--- src/rtl/fifo_access_ctrl_pkg.sv ---
// fifo_access_ctrl_pkg: shared FSM encodings, turn encodings and the log2 helper
package fifo_access_ctrl_pkg;
    localparam logic ST_IDLE = 1'b0;
    localparam logic ST_OWN  = 1'b1;
    localparam logic TURN_WR = 1'b0;
    localparam logic TURN_RD = 1'b1;

    function automatic int log2(input int v);
        int r;
        for (r = 0; (1 << r) < v; r++) begin
        end
        return r;
    endfunction
endpackage

--- src/rtl/fifo_access_ctrl_rr_pick.sv ---
// rr_pick: first asserted request at or after start, wrapping N-1 -> 0
module rr_pick
    import fifo_access_ctrl_pkg::*;
#(
    parameter int N = 4,
    parameter int W = log2(N)
) (
    input  logic [N-1:0] req,
    input  logic [W-1:0] start,
    output logic         found,
    output logic [W-1:0] idx
);
    logic [N-1:0] rot;

    assign rot   = N'({req, req} >> start);
    assign found = |req;

    // Descending scan so the lowest rotated position wins
    always_comb begin
        idx = '0;
        for (int k = N - 1; k >= 0; k--)
            if (rot[k]) idx = start + W'(k);
    end
endmodule

--- src/rtl/fifo_access_ctrl.sv ---
// fifo_access_ctrl: round-robin burst writer arbitration plus pop sequencing
// for one shared FIFO, never pushing and popping in the same cycle
module fifo_access_ctrl
    import fifo_access_ctrl_pkg::*;
#(
    parameter int WIDTH     = 32,
    parameter int N         = 4,
    parameter int MAX_BURST = 4
) (
    input  logic                 clk,
    input  logic                 res,
    input  logic [N-1:0]         req,
    input  logic [N*WIDTH-1:0]   wdata_in,
    output logic [N-1:0]         ack,
    input  logic                 pop_req,
    output logic                 pop_ack,
    input  logic                 fifo_full,
    input  logic                 fifo_empty,
    output logic [WIDTH-1:0]     fifo_wdata,
    output logic                 fifo_shift_in,
    output logic                 fifo_shift_out,
    output logic [log2(N)-1:0]   grant_id,
    output logic                 busy
);
    localparam int IW = log2(N);
    localparam int BW = log2(MAX_BURST) + 1;

    logic          state, state_nx;
    logic [IW-1:0] owner, rr_ptr, pick_idx;
    logic [BW-1:0] burst_cnt;
    logic          turn;
    logic          found, own, wr_ok, rd_ok, wr_win, rd_win, last_wr, leave;

    rr_pick #(.N(N), .W(IW)) u_pick (
        .req   (req),
        .start (rr_ptr),
        .found (found),
        .idx   (pick_idx)
    );

    assign own     = state == ST_OWN;
    assign wr_ok   = own & req[owner] & ~fifo_full;
    assign rd_ok   = pop_req & ~fifo_empty;
    assign wr_win  = wr_ok & (~rd_ok | turn == TURN_WR);
    assign rd_win  = rd_ok & (~wr_ok | turn == TURN_RD);
    assign last_wr = wr_win & (burst_cnt == BW'(MAX_BURST - 1));
    assign leave   = own & (last_wr | ~req[owner]);

    always_ff @(posedge clk or posedge res) begin
        if (res) state <= ST_IDLE;
        else     state <= state_nx;
    end

    always_comb begin
        state_nx = own ? (leave ? ST_IDLE : ST_OWN) : (found ? ST_OWN : ST_IDLE);
    end

    always_ff @(posedge clk or posedge res) begin
        if (res) begin
            owner     <= '0;
            rr_ptr    <= '0;
            burst_cnt <= '0;
            turn      <= TURN_WR;
        end else begin
            if (!own && found) begin
                owner     <= pick_idx;
                burst_cnt <= '0;
            end else if (wr_win) begin
                burst_cnt <= burst_cnt + BW'(1);
            end
            if (leave) rr_ptr <= owner + IW'(1);
            // A contested cycle hands the next contest to the loser
            if (wr_ok && rd_ok) turn <= ~turn;
        end
    end

    always_comb begin
        ack            = (!res && wr_win) ? ({{(N-1){1'b0}}, 1'b1} << owner) : '0;
        fifo_shift_in  = !res && wr_win;
        fifo_shift_out = !res && rd_win;
        pop_ack        = !res && rd_win;
        fifo_wdata     = (!res && own) ? wdata_in[owner*WIDTH +: WIDTH] : '0;
        grant_id       = (!res && own) ? owner : '0;
        busy           = !res && own;
    end
endmodule
--- config.mk ---
export PLATFORM = sky130hd
export DESIGN_NAME = fifo_access_ctrl
export DESIGN_NICKNAME = d
export VERILOG_FILES = /design/src/rtl/fifo_access_ctrl_pkg.sv /design/src/rtl/fifo_access_ctrl_rr_pick.sv /design/src/rtl/fifo_access_ctrl.sv
export SDC_FILE = /design/constraint.sdc
export NUM_CORES = 1
export LEC_CHECK = 0
export ABC_AREA = 1
export CORE_ASPECT_RATIO = 0.7
export CORE_MARGIN = 8
export CORE_UTILIZATION = 34
export CTS_CLUSTER_DIAMETER = 60
export CTS_CLUSTER_SIZE = 40
export DETAILED_ROUTE_END_ITERATION = 7
export HOLD_SLACK_MARGIN = 0.12
export PLACE_DENSITY_LB_ADDON = 0.08
export SLEW_MARGIN = 15
export SYNTH_ARGS = -nofsm -noshare
export SYNTH_HDL_FRONTEND = slang
export SYNTH_SLANG_ARGS = --single-unit
--- constraint.sdc ---
create_clock -name clk -period 4.3 [get_ports clk]
set_input_delay 1.29 -clock clk [delete_from_list [all_inputs] [get_ports clk]]
set_output_delay 1.29 -clock clk [all_outputs]
set_load 0.1 [all_outputs]
== After elaboration in Yosys (flattened, before gate mapping) ==
Index checks and enable logic that the tools add are counted.

* Flip-flop bits (word level): 9
* Input port bits: 137
* Output and inout port bits: 42

* Add/subtract/negate cells: 5
* Magnitude comparators: 1
* Equality and inequality tests: 1
* Shifts and indexed selects: 3
* Mux-type cells: 14
* Bitwise logic cells: 16
* Reductions and logical operators: 9

{| class="wikitable"
|+ Operators by type and width
! operator !! number
|-
| $shiftx A128 B8 Y32 || 1
|-
| $mux W32 || 1
|-
| $mux W2 || 5
|-
| $shr A8 B2 Y4 || 1
|-
| $and A1 B1 Y1 || 7
|-
| $mux W3 || 2
|-
| $not A1 Y1 || 6
|-
| $logic_and A1 B1 Y1 || 5
|-
| $add A2 B1 Y2 const B || 2
|-
| $add A2 B2 Y2 const B || 2
|-
| $mux W1 || 4
|-
| $mux W4 || 1
|-
| $reduce_or A4 Y1 || 1
|-
| $shl A1 B2 Y4 const A || 1
|-
| $add A3 B1 Y3 const B || 1
|-
| $eq A3 B2 Y1 const B || 1
|-
| $lt A2 B3 Y1 const B || 1
|-
| $or A1 B1 Y1 || 3
|-
| $bmux W1 S2 || 1
|-
| $logic_not A1 Y1 || 2
|-
| $reduce_bool A2 Y1 || 1
|}

== Longest topological paths before layout ==
* Word-level depth: 10
* Depth in mapped cells: 11
* Gate-level depth less buffers: 10

== Modules after synthesis ==
A second synthesis with hierarchy kept.

* Cell total of the unflattened synthesis: 375
* Area, all modules: 1999.4 sq um

{| class="wikitable"
|+ Modules (own cells, without submodules)
! module !! instances !! cells each !! area an instance (sq um)
|-
| fifo_access_ctrl || 1 || 328 || 1771.7
|-
| rr_pick || 1 || 47 || 227.7
|}

== Worst setup path before layout ==
OpenSTA, ideal clock, no wires.

* Kind: input to output
* Start: input port res
* End: output port fifo_wdata[23]
* Data arrival time: 4.520 ns
* Data required time: 3.010 ns
* Slack: -1.510 ns
* Stages: 4
* Path through: nor2_1 -> inv_2 -> clkbuf_1 -> a21oi_1

* Cells in the longest elaborated chain, start to end: 3

{| class="wikitable"
|+ Ends and longest elaborated chain
! what !! RTL line !! text
|-
| from (decl) || fifo_access_ctrl.sv:11 || <nowiki>input logic res,</nowiki>
|-
| $logic_not A1 Y1 || fifo_access_ctrl.sv:82 || <nowiki>fifo_wdata = (!res && own) ? wdata_in[owner*WIDTH +: WIDTH] : '0;</nowiki>
|-
| $logic_and A1 B1 Y1 || fifo_access_ctrl.sv:82 ||
|-
| $mux W32 || fifo_access_ctrl.sv:82 ||
|-
| to (decl) || fifo_access_ctrl.sv:19 || <nowiki>output logic [WIDTH-1:0] fifo_wdata,</nowiki>
|}

No other way between the ends.

== Worst setup path in the final report ==
* Start: input port pop_req
* End: output port fifo_shift_out

* Cells in the longest elaborated chain, start to end: 3

{| class="wikitable"
|+ Ends and longest elaborated chain
! what !! RTL line !! text
|-
| from (decl) || fifo_access_ctrl.sv:15 || <nowiki>input logic pop_req,</nowiki>
|-
| $and A1 B1 Y1 || fifo_access_ctrl.sv:43 || <nowiki>assign rd_ok = pop_req & ~fifo_empty;</nowiki>
|-
| $and A1 B1 Y1 || fifo_access_ctrl.sv:45 || <nowiki>assign rd_win = rd_ok & (~wr_ok | turn == TURN_RD);</nowiki>
|-
| $logic_and A1 B1 Y1 || fifo_access_ctrl.sv:80 || <nowiki>fifo_shift_out = !res && rd_win;</nowiki>
|-
| to (decl) || fifo_access_ctrl.sv:21 || <nowiki>output logic fifo_shift_out,</nowiki>
|}

No other way between the ends.

==> results.txt <==
The nature of the critical path startpoint was a primary input. The highest attainable clock frequency is 239 MHz, and the number of diodes is 0. STA puts the critical path data arrival time at 2890 ps. Setup violations remaining at the end of the flow were counted as 0.

The run gives 8360 um2 as the die outline area. TritonCTS built the clock tree. Sequential cells account for 5.1% of the total power.

For the first-pass GRT wire length, the log shows 15400 um. The analysis attributes to net switching a power of 2.03 mW. Data on the critical path is required at its endpoint by 3010 ps.

The worst setup path category was primary input to primary output. The synthesized instance count came out at 369. The core region is 5580 um2.

The initial utilization of the core area, before any placement, comes to 34.4%. Pin count of the biggest net entering global routing: 70. In this run the worst setup path begins at pop_req.

The highest metal layer carrying signal wires in the routed design is met4. The run gives 0 as the number of antenna violations at the first check in global routing. The congestion estimate from routability-driven global placement came to 0.855. The part of the cycle the worst path needs is 97.3%, and the total cell area at the placement stage is 4500 um2. The top cell types in the final layout, fill and taps aside, are sky130_fd_sc_hd__clkdlybuf4s50_1, sky130_fd_sc_hd__nor2_1, sky130_fd_sc_hd__o21ai_0, sky130_fd_sc_hd__buf_12, sky130_fd_sc_hd__nand2_1.

For this run, the register share of the synthesized area comes to 11.7%. The run gives 601 as the total instance count after detailed placement. The commonest non-fill, non-tap cell in the layout is sky130_fd_sc_hd__clkdlybuf4s50_1.

The floorplan has 23 rows. The worst relative slew slack is 51.9%. The run gives 4990 um as the routed wire length on met2.

Cell with the largest stage delay on the worst path: sky130_fd_sc_hd__clkdlybuf4s50_1. Counting every net in the synthesized netlist gives 512. The routed length on met3 is 1050 um, and the total iterations of the first detailed-routing run is 4. The flow ran to the end, and the final reports show no timing, DRC or antenna violations.

Traced cell by cell, the critical path runs through clkdlybuf4s50_1, inv_1, nor2_1, nand2_1, nand4_4, and3_1, buf_12. Measured on the finished design, the core utilization comes to 81.4%. The number of global-route vias before repair was 3002; the final hold violation count was 0. The shortest period the worst path allows was 4180 ps; the warning count from the yosys run was 0. For this design, the CTS-stage hold fixing added 0 buffers. The clock passes through at most 2 buffers. Area growth from synthesis to layout: 136%. In this run the worst path has a maximum fanout of 8. The worst path meets setup with 117 ps of slack. For the detailed-route wire length, the log shows 9960 um. Excluding fillers, the count of instances in the completed layout stands at 605. Detailed placement ended at an HPWL of 8070 um.

Number of levels the H-tree was split into: 1. VDD sags by at most 430 uV. The horizontal extent of the die works out to 106 um. The synthesized area divided by synthesized cell count works out to 5.21 um2.

STA classifies the critical path endpoint as a primary output. In this run, the clock network consumes 3.1% of the power. The share of final-layout standard cells stronger than drive strength 1 was 20.2%. The run gives 0 as the remaining global-route overflow.

The final layout contains 674 nets. The later pin in the worst-skew pair is clocked with a latency of 230 ps. After clock tree synthesis, the repair step resized 0 gates.

The detail route stage leaves a number of antenna-violating nets equal to 0. The mapped netlist covers 1920 um2. The count of buffers inserted at the top-level ports is 178.

In this run the critical register-to-register path is launched from owner[0]. After detailed routing, the number of vias per cell comes to 5.05. The analysis attributes to cell leakage a power of 1.76 nW. CTS placed an instance of sky130_fd_sc_hd__clkbuf_8 at the clock tree root. The pin slew with the least headroom to its limit was 720 ps; the tightest hold margin was 483 ps. Setup repair after global routing left no endpoint under its margin. In the final routed layout, each cell accounts on average for 16.5 um. For the number of max-slew violations in the final report, the log shows 0.

The design internal power came out at 1.18 mW. The filler cells instantiated in the layout total 381. In this run the worst hold path is classified as register to register. The total vias in the final route is 3058, and the sink count of the clock tree is 9. Between clock sinks in the finished design, the worst skew comes to 0.771 ps. The synthesized design contains 9 register bits.

In this run switching power makes up 63.2% of total power. Die height: 78.9 um. The logs give 0 for the post-route DRC violation count and 91.8% for the part of the total power dissipated in combinational logic. Dividing total power by cell area gives a power density of 708 nW/um2. The run gives 0 as the number of setup buffers added after CTS. The tool flagged a number of max-cap violations equal to 0. The tools report the placement-stage worst setup slack as 151 ps. The number of different library cells used by synthesis comes to 27. On the worst path, the slowest cell contributes a delay of 460 ps. The total routed wire length on the met1 layer came out at 3890 um.

The startpoint identified for the worst hold timing path is turn. The number of buffers inserted during clock tree synthesis is 3, and the area of all placed cells without fillers is 4540 um2. Global routing used 22.3% of the available tracks.

For this design the top-level I/O count stands at 179. Clock-pin slew was measured on the worst setup and hold paths at 50 ps. The count of routing violations after the opening detailed-route iteration is 143.
## power by group through the flow
| stage | logic (mW) | registers (mW) | clock network [mW] |
|---|---|---|---|
| 6_report | 2.95 | 0.164 | 0.0987 |
| 5_1_grt | 3.14 | 0.168 | 0.104 |
| 4_1_cts | 2.97 | 0.163 | 0.0983 |
| 3_5_place_dp | 2.97 | 0.163 | 0 |
| 3_3_place_gp | 2.92 | 0.163 | 0 |
| 2_1_floorplan | 2.10 | 0.145 | 0 |
## final timing paths
path / cells past startpoint / end / slack, ps
hold reg to reg: 1 / turn / 480
max in group asynchronous: 3 / owner[0] / 2590
setup / recovery: 7 / fifo_shift_out / 120
min in group asynchronous: 3 / burst_cnt[1] / 1560
setup reg to reg: 9 / rr_ptr[1] / 2430
hold / removal: 1 / turn / 480
## metal layers
layer / GRT usage, % / vias up
met5: 0 / -
met1: 25.8 / 1399
li1: - / 1517
met4: 2.38 / 0
met3: 8.41 / 4
met2: 39.4 / 138
## cell type report
type                    instances  area [um2]  area share [%]
inverters                      22        83.8            1.85
clock buffers                   4        45.0           0.991
repair buffers                184        2260            49.7
well taps                      75        93.8            2.07
flip-flops and latches          9         226            4.98
multi-input cells             311        1830            40.4
## logic make-up (layout without fill, tap and decap cells)
logic type	count (synthesis)	after routing	synth area share (%)
and+or+nand+nor	197	197	43.1
AOI/OAI and AO/OA	106	106	28.6
buffers and inverters	49	210	11.8
DFF	9	9	11.7
adders and majority gates	6	6	3.90
xor gates and xnor gates	2	2	0.911
## critical path: cells and delay by family
kind | cells | cell delay, ps
simple gates | 4 | 890
buf+inv | 3 | 710
## state kept, by name (all words and copies together), names as in the netlist
signal,count
owner,2
burst_cnt,3
rr_ptr,2
own,1
turn,1
## synthesized netlist by cell type, drive strengths merged
library cell,instances,area [um2]
a21boi,1,7.51
a21oi,35,175
a31oi,2,27.5
and3,1,6.26
buf,18,110
clkbuf,9,33.8
dfrtp,9,225
ha,6,75.1
inv,22,82.6
nand2,38,150
nand3,14,95.1
nand3b,1,7.51
nand4,3,33.8
nor2,140,536
o21ai,68,340
xnor2,2,17.5
## through the flow
step,total power [mW],TNS [ps]
after global placement,3.08,0
after detailed placement,3.13,0
after floorplan,2.25,-607
after CTS,3.23,0
after global routing,3.42,0
final,3.22,0
Note: power is estimated with default switching activity, not from simulation.
